===== src/rtl/aes_dec_pkg.sv =====
// aes_dec_pkg: shared AES decryption widths and InvSubBytes engine state encoding
package aes_dec_pkg;
  localparam int AES_BLOCK_W = 128;
  localparam int BYTE_W      = 8;
  localparam int NUM_BYTES   = 16;
  typedef enum logic [1:0] {WAIT_TABLE, IDLE, LOOKUP, DONE} state_e;
endpackage


===== src/rtl/inv_sbox_ram.sv =====
// inv_sbox_ram: 256x8 inverse S-box table, one write port and one registered read port, no reset
//   clk            rising-edge clock
//   i_we/i_waddr/i_wdata   write strobe, address, data
//   i_re/i_raddr   read strobe and address
//   o_rdata        read data, valid the edge after i_re
module inv_sbox_ram
  import aes_dec_pkg::*;
(
  input  logic              clk,
  input  logic              i_we,
  input  logic [BYTE_W-1:0] i_waddr,
  input  logic [BYTE_W-1:0] i_wdata,
  input  logic              i_re,
  input  logic [BYTE_W-1:0] i_raddr,
  output logic [BYTE_W-1:0] o_rdata
);
  logic [BYTE_W-1:0] r_mem [256];
  logic [BYTE_W-1:0] r_rdata;
  always_ff @(posedge clk) begin
    if (i_we) r_mem[i_waddr] <= i_wdata;
    if (i_re) r_rdata <= r_mem[i_raddr];
  end
  assign o_rdata = r_rdata;
endmodule


===== src/rtl/inv_sub_bytes_engine.sv =====
// inv_sub_bytes_engine: table-driven AES InvSubBytes over a 128-bit block, one byte per cycle
//   clk, rst_n                 clock, asynchronous active-low reset
//   i_ram_ready                table load complete (honoured only while waiting for the table)
//   i_wr_enable/i_wr_addr/i_wr_data   table write port (honoured only while waiting for the table)
//   i_in_valid/o_in_ready/i_in_state  input block handshake; byte k = bits [8k:8k+7]
//   o_out_valid/i_out_ready/o_out_state  result handshake, same byte order
//   o_busy                     high while a block is being looked up or held for output
module inv_sub_bytes_engine
  import aes_dec_pkg::*;
(
  input  logic                   clk,
  input  logic                   rst_n,
  input  logic                   i_ram_ready,
  input  logic                   i_wr_enable,
  input  logic [0:BYTE_W-1]      i_wr_addr,
  input  logic [0:BYTE_W-1]      i_wr_data,
  input  logic                   i_in_valid,
  output logic                   o_in_ready,
  input  logic [0:AES_BLOCK_W-1] i_in_state,
  output logic                   o_out_valid,
  input  logic                   i_out_ready,
  output logic [0:AES_BLOCK_W-1] o_out_state,
  output logic                   o_busy
);
  state_e r_state, w_next;
  logic [0:AES_BLOCK_W-1] r_in_state, r_out_state;
  logic [4:0] r_idx;
  logic w_we, w_re;
  logic [BYTE_W-1:0] w_raddr, w_rdata;
  logic [3:0] w_wbyte;
  assign w_we    = (r_state == WAIT_TABLE) && i_wr_enable;
  assign w_re    = (r_state == LOOKUP) && (r_idx < 5'(NUM_BYTES));
  assign w_raddr = r_in_state[{r_idx[3:0], 3'b000} +: BYTE_W];
  // The byte written lags the byte read by one edge; at idx 16 this wraps to byte 15.
  assign w_wbyte = r_idx[3:0] - 4'd1;
  inv_sbox_ram u_ram (
    .clk     (clk),
    .i_we    (w_we),
    .i_waddr (i_wr_addr),
    .i_wdata (i_wr_data),
    .i_re    (w_re),
    .i_raddr (w_raddr),
    .o_rdata (w_rdata)
  );
  always_ff @(posedge clk or negedge rst_n)
    if (!rst_n) r_state <= WAIT_TABLE;
    else        r_state <= w_next;
  always_comb begin
    w_next = r_state;
    unique case (r_state)
      WAIT_TABLE: w_next = i_ram_ready ? IDLE : WAIT_TABLE;
      IDLE:       w_next = i_in_valid ? LOOKUP : IDLE;
      LOOKUP:     w_next = (r_idx == 5'(NUM_BYTES)) ? DONE : LOOKUP;
      DONE:       w_next = i_out_ready ? IDLE : DONE;
    endcase
  end
  always_ff @(posedge clk or negedge rst_n) begin
    if (!rst_n) begin
      r_in_state  <= '0;
      r_out_state <= '0;
      r_idx       <= '0;
    end else if (r_state == IDLE && i_in_valid) begin
      r_in_state <= i_in_state;
      r_idx      <= '0;
    end else if (r_state == LOOKUP) begin
      if (r_idx != '0) r_out_state[{w_wbyte, 3'b000} +: BYTE_W] <= w_rdata;
      if (w_re) r_idx <= r_idx + 5'd1;
    end
  end
  assign o_in_ready  = (r_state == IDLE);
  assign o_out_valid = (r_state == DONE);
  assign o_busy      = (r_state == LOOKUP) || (r_state == DONE);
  assign o_out_state = r_out_state;
endmodule

===== config.mk =====
export PLATFORM = sky130hd
export DESIGN_NAME = inv_sub_bytes_engine
export DESIGN_NICKNAME = d
export VERILOG_FILES = /design/src/rtl/aes_dec_pkg.sv /design/src/rtl/inv_sbox_ram.sv /design/src/rtl/inv_sub_bytes_engine.sv
export SDC_FILE = /design/constraint.sdc
export NUM_CORES = 2
export LEC_CHECK = 0
export ABC_AREA = 1
export CAP_MARGIN = 20
export CORE_MARGIN = 8
export CORE_UTILIZATION = 45
export CTS_CLUSTER_DIAMETER = 80
export DETAILED_ROUTE_END_ITERATION = 16
export GPL_TIMING_DRIVEN = 0
export REMOVE_ABC_BUFFERS = 1
export SLEW_MARGIN = 10
export SYNTH_ARGS = -nofsm -noshare
export SYNTH_HDL_FRONTEND = slang
export SYNTH_SLANG_ARGS = --single-unit

===== constraint.sdc =====
create_clock -name clk -period 5.86 [get_ports clk]
set_input_delay 1.465 -clock clk [delete_from_list [all_inputs] [get_ports clk]]
set_output_delay 1.465 -clock clk [all_outputs]
set_load 0.1 [all_outputs]

After elaboration in Yosys (flattened, before gate mapping)
Memories as Yosys holds them, arrays and structs flattened. A register that Yosys moved wholly into a read port is not among the register bits. Index checks and enable logic that the tools add are counted.

Shift-type cells: 3. Add/subtract/negate cells: 3. Equal/unequal tests: 4. Muxes and demuxes: 11. Order comparisons: 1. Bitwise operators: 3. Reductions and logical operators: 10.

Operators by type and width (count): 129-bit by 9-bit variable shift with 128-bit output, first input constant (1); 128-bit by 8-bit indexed part select with 129-bit output (1); 129-bit by 9-bit indexed part select with 128-bit output (1); 128-bit bitwise mux (1); 7-bit inverter with 8-bit output (2); 5-bit two-way mux (3); 8-bit negator with 9-bit output (1); 2-bit case mux with 4 select lines (1); 5-bit by 1-bit adder with 5-bit output, second input constant (1); 5-bit equality test, second input constant (1); 5-bit < comparator, second input constant (1); 5-bit nonzero test (1); 2-bit equality test, second input constant (2); 1-bit two-way mux (4); 2-bit two-way mux (2); 2-bit nonzero test (2); 4-bit by 1-bit subtractor with 4-bit output, second input constant (1); 1-bit logical AND (3); 3-bit AND reduction (1); 2-bit by 1-bit equality test with 1-bit output, second input constant (1); 2-bit zero test (1); 2-bit AND reduction (1); 1-bit logical OR (1); 1-bit inverter (1).

Input port bits: 150. Bits in registers: 263. Output and inout port bits: 131. Logic and storage cells: 40. Memories: 1. Memory bits (writable): 2048.

Memory list: u_ram.r_mem (words 256, bits a word 8, read ports 1, clocked after Yosys merged registers in 1, wr ports 1, line inv_sbox_ram.sv:17) `logic [BYTE_W-1:0] r_mem [256];`.

Logic depth before layout (Yosys ltp)
Depth after elaboration: 5. Gate-level depth with buffers: 21. Gate-level depth less buffers: 17.

By module
A second synthesis with hierarchy kept.

Cells, all modules: 8564. Area total of the unflattened synthesis: 95843.2 um^2.

Modules (own cells, without submodules): inv_sbox_ram (sequential area each 61739.2 um^2, area each 83476.3 um^2, times used 1, cells each 7003); inv_sub_bytes_engine (sequential area each 6581.3 um^2, area each 12366.9 um^2, times used 1, cells each 1561).

Worst setup path after synthesis
OpenSTA, ideal clock, no wires.

Path type: flip-flop to output port. Start: register r_state[0]. End: output port o_in_ready. Data required time: 4.395 ns. Cell stages (with the launch flop): 3. Slack: 2.693 ns. Path buffers: 0. Arrival time: 1.702 ns. Path through: dfrtp_1 inv_1 nor2_1.

Cells in the longest elaborated chain, start to end: 1.

Ends and longest elaborated chain: start: declaration (line inv_sub_bytes_engine.sv:25) `state_e r_state, w_next;`; start signal: assignment (line inv_sub_bytes_engine.sv:47) `else r_state <= w_next;`; 2-bit by 1-bit equality test with 1-bit output (line inv_sub_bytes_engine.sv:70) `assign o_in_ready = (r_state == IDLE);`; end: declaration (line inv_sub_bytes_engine.sv:18) `output logic o_in_ready,`.

Every way passes these cells.

Worst setup path after layout
Start: register r_idx[0]. End: register u_ram.r_rdata[6], in the netlist u_ram.o_rdata[6], read port of u_ram.r_mem (data pin).

Cells in the longest elaborated chain, start to end: 2. Elaborated cells on any way between the ends: 4.

Ends and longest elaborated chain: start: declaration (line inv_sub_bytes_engine.sv:27) `logic [4:0] r_idx;`; start signal: assignment (line inv_sub_bytes_engine.sv:67) `if (w_re) r_idx <= r_idx + 5'd1;`; 7-bit inverter with 8-bit output (not written as such) or 5-bit < comparator (tied branches) (line inv_sub_bytes_engine.sv:33, inv_sub_bytes_engine.sv:32); 128-bit by 8-bit indexed part select with 129-bit output or 1-bit logical AND (tied branches) (line inv_sub_bytes_engine.sv:33, inv_sub_bytes_engine.sv:32); end: declaration (line inv_sbox_ram.sv:18) `logic [BYTE_W-1:0] r_rdata;`.

Parallel ways exist; a longest one is shown, timed or not. A chain may end at the register's enable or synchronous reset.

==> impl_metrics.ini <==
[grt]
gr-usage-all-layers_pct = 23.3
antenna_found_initial = 11
grt_max_degree = 137
globalRouteOverflowTotal = 0
grt_pass1_vias = 65900
grt_pass1_wl_um = 426000

[critical_path]
regToRegEndpoint = u_ram.o_rdata[6]
timing.rr.start = r_idx[0]
critPathLaunch = r_idx[0]
reg2regPathDepth = 22
arrival_ns = 6.37
worstPathRequired_ns = 6.43
critical_path.endpoint_type = register
r2r_setup_slack_ns = 0.07
crit_type = reg2reg
startpoint_type = register
cp_max_fo = 63
worstSetupEndpoint = u_ram.o_rdata[6]

[pwr]
ir_drop_uv = 306
power.density_nw_per_um2 = 287
leakage_uw = 0.0445

[routing]
dr.pass1.iters = 6
vias = 69200
drtIter0Drc = 7415
drc = 0
wl_per_cell_um = 22.9
vias_per_cell = 5.45
wl_um = 291000
ant_nets = 0

[timing]
tns_ns = 0
hold_viol = 0
finalSetupViolations = 0
fin_crit_sh_pct = 98.9
slew_headroom_pct = 25.6
layout_setup_ws_ns = 0.0653
rsz0062_at_grt = true
min_period_ns = 5.79
max_freq_mhz = 173
fin_worst_skew_ns = 0.0292
drv_slew = 0
worstMarginPinSlew_ns = 1.11

[placement]
dp.cells = 12200
gp_congestion = 0.821
io_buffers = 280
post-dp-hpwl_um = 164000
dp_slack_ns = -1.95

[floorplanning]
die_h_um = 490
core_um2 = 224000
rows = 174
die-width_um = 490
start_util_pct = 45.1
die-area_um2 = 240000
boundaryPins = 281

[clocking]
cts_root_buffer = clkbuf_16
cts_tree = yes
numCtsBuffers = 235
clk_pin_slew_ns = 0.06
max-clock-path-buffers = 3
clock_latency_ns = 0.87
cts_sinks = 2319
htree_levels = 4

[synth]
synth_edf_count = 2056
yosysMostFrequentCell = nand2_1
synth_top_family_by_area = simple AND/OR/NAND/NOR gates
synth.area.mux_share_pct = 0.0893
synth.avg_cell_area_um2 = 10.7
synth_seq_cells = 2319
synthXorXnorAreaFrac_pct = 0.0360
yosys.area.top_type = edfxtp_1
synth-simple-area-share_pct = 23.0
synth_cells = 9468
yosysSeqAreaShare_pct = 67.7
synth_flop_cell = edfxtp_1
synth_area_leaders = edfxtp_1 (61%), nand2_1 (9.1%), nand3_1 (8.8%), dfrtp_1 (6.5%), inv_1 (4.2%)
async_flop_share_pct = 11.3
yosysTopAreaCellShare_pct = 61.2
syn_area_um2 = 101000
synth-adder-area-share_pct = 0.0744
ys_top_cells_by_count = nand2_1 (2458), edfxtp_1 (2056), nand3_1 (1768)
synth_warnings = 0
ys_types = 36
synth-compound-area-share_pct = 2.03

[layout]
nets = 9662
layoutNonFillerInstCount = 12700
drive_gt1_share_pct = 5.64
area_growth_pct = 14.4

[hold_path]
min_path_type = reg2reg

[status]
status = completed

[flow_run]
maxCapViolations = 0
-- layout by cell type, fill, tap and decap left out, types with 8 or more instances in the layout --
master           netlist  final
clkinv_8               0     10
dfrtp_1              263    259
clkbuf_1             206     42
a221oi_1               8      8
clkinv_2               0     63
nor2_1               281    281
inv_1               1119   1114
nand3_2                1     15
bufinv_16              0     19
edfxtp_1            2056   2056
clkbuf_16              0    240
buf_8                  0      9
clkdlybuf4s50_1        0    271
o211ai_1             115    115
buf_12                 0     22
nand3_1             1768   1753
or2_1                  8      8
nand2_1             2458   2437
o21ai_0              171    171
buf_16                 0     71
a21oi_1               32     32
nand2_4                0     12
nand2_2                1     13
bufbuf_16              0     12
nand3b_1             504    504
nor3_1                35     31
clkinv_1               3     56
buf_4                 21     11
-- layout make-up --
cell class                 count  area, um^2
timing repair inverter         3        25.0
tap                         2992        3740
sequential                  2319       68300
clock inverter               153        1330
timing repair buffer         399        5770
multi-input combinational   5420       25800
inverter                    1128        4320
clock buffer                 284        6170
antenna                        7        17.5
fill                       19500      108000
-- cells by family (layout without fill, tap and decap cells) --
kind of cell               Yosys count  in the layout
AOI/OAI and AO/OA                  337            337
xor gates and xnor gates             2              2
adders and majority gates            6              6
buffers and inverters             1736           1967
DFF                               2319           2319
muxes                                6              6
other                                0              7
and+or+nand+nor                   5062           5069
-- report_power, final --
group	switching [uW]	internal [uW]	total, uW
registers	0	18000	18000
clock network	6340	8290	14600
logic	376	127	503
total	6710	26400	33100
-- worst min path at each step --
stage	start	end	slack [ns]	depth (start not counted)
floorplan	r_in_state[120]	r_in_state[120]	0.45	2
global placement	o_out_state[94]	o_out_state[94]	0.46	2
detailed placement	o_out_state[94]	o_out_state[94]	0.46	2
CTS	o_out_state[94]	o_out_state[94]	0.47	2
global route	r_in_state[19]	r_in_state[19]	0.49	2
finish	o_out_state[94]	o_out_state[94]	0.47	2
-- critical path, stage by stage, from the launching register on --
cell and delay [ns]:
dfrtp_4 0.55, inv_6 0.19, buf_16 0.21, nand2_1 0.08, nand3_1 0.16, nand3_2 0.26
nand3_4 0.18, buf_12 0.25, buf_16 0.26, nand2_8 0.20, buf_16 0.24, buf_16 0.22
buf_16 0.24, buf_16 0.22, bufbuf_16 0.39, o211ai_1 0.18, nand3_1 0.10, nand3_1 0.15
nand3_1 0.16, nand3_1 0.19, nand3_1 0.25, nand3_1 0.22, nand2_1 0.20
-- metrics by stage --
step / cell area, um^2 / hold WS [ns] / power, uW / util, %
5_1_grt: 115000 / 0.493 / 34000 / 51.6
6_report: 115000 / 0.473 / 33100 / 51.6
2_1_floorplan: 98000 / 0.449 / 18400 / -
4_1_cts: 115000 / 0.474 / 33300 / 51.5
3_3_place_gp: 105000 / 0.459 / 19000 / 46.7
3_5_place_dp: 107000 / 0.460 / 18800 / 47.9
-- routing by layer --
| metal | routed length [um] | share of wire [%] | track usage (%) | vias to the layer above |
|---|---|---|---|---|
| met5 | 0 | 0 | 0 | - |
| met3 | 24200 | 8.3 | 3.85 | 526 |
| met4 | 11800 | 4.1 | 8.89 | 0 |
| met2 | 132000 | 45 | 36.4 | 2915 |
| li1 | - | - | - | 32100 |
| met1 | 123000 | 42 | 33.0 | 33700 |
-- what timing repair did --
action | CTS | global route
cloned | 21 | 5
setup buffers | 6 | 6
resized for setup | 17 | 17
pin swaps | 3 | 1
endpoints found under the setup margin | 8 | 8
hold buffers | 0 | 0
-- state kept, by name, summed over array words and instances (netlist names) --
| name | cells |
|---|---|
| o_out_state | 128 |
| r_idx | 5 |
| r_in_state | 128 |
| r_state | 2 |
| u_ram.o_rdata | 8 |
| u_ram.r_mem | 2048 |
(Power assumes the default switching activity.)
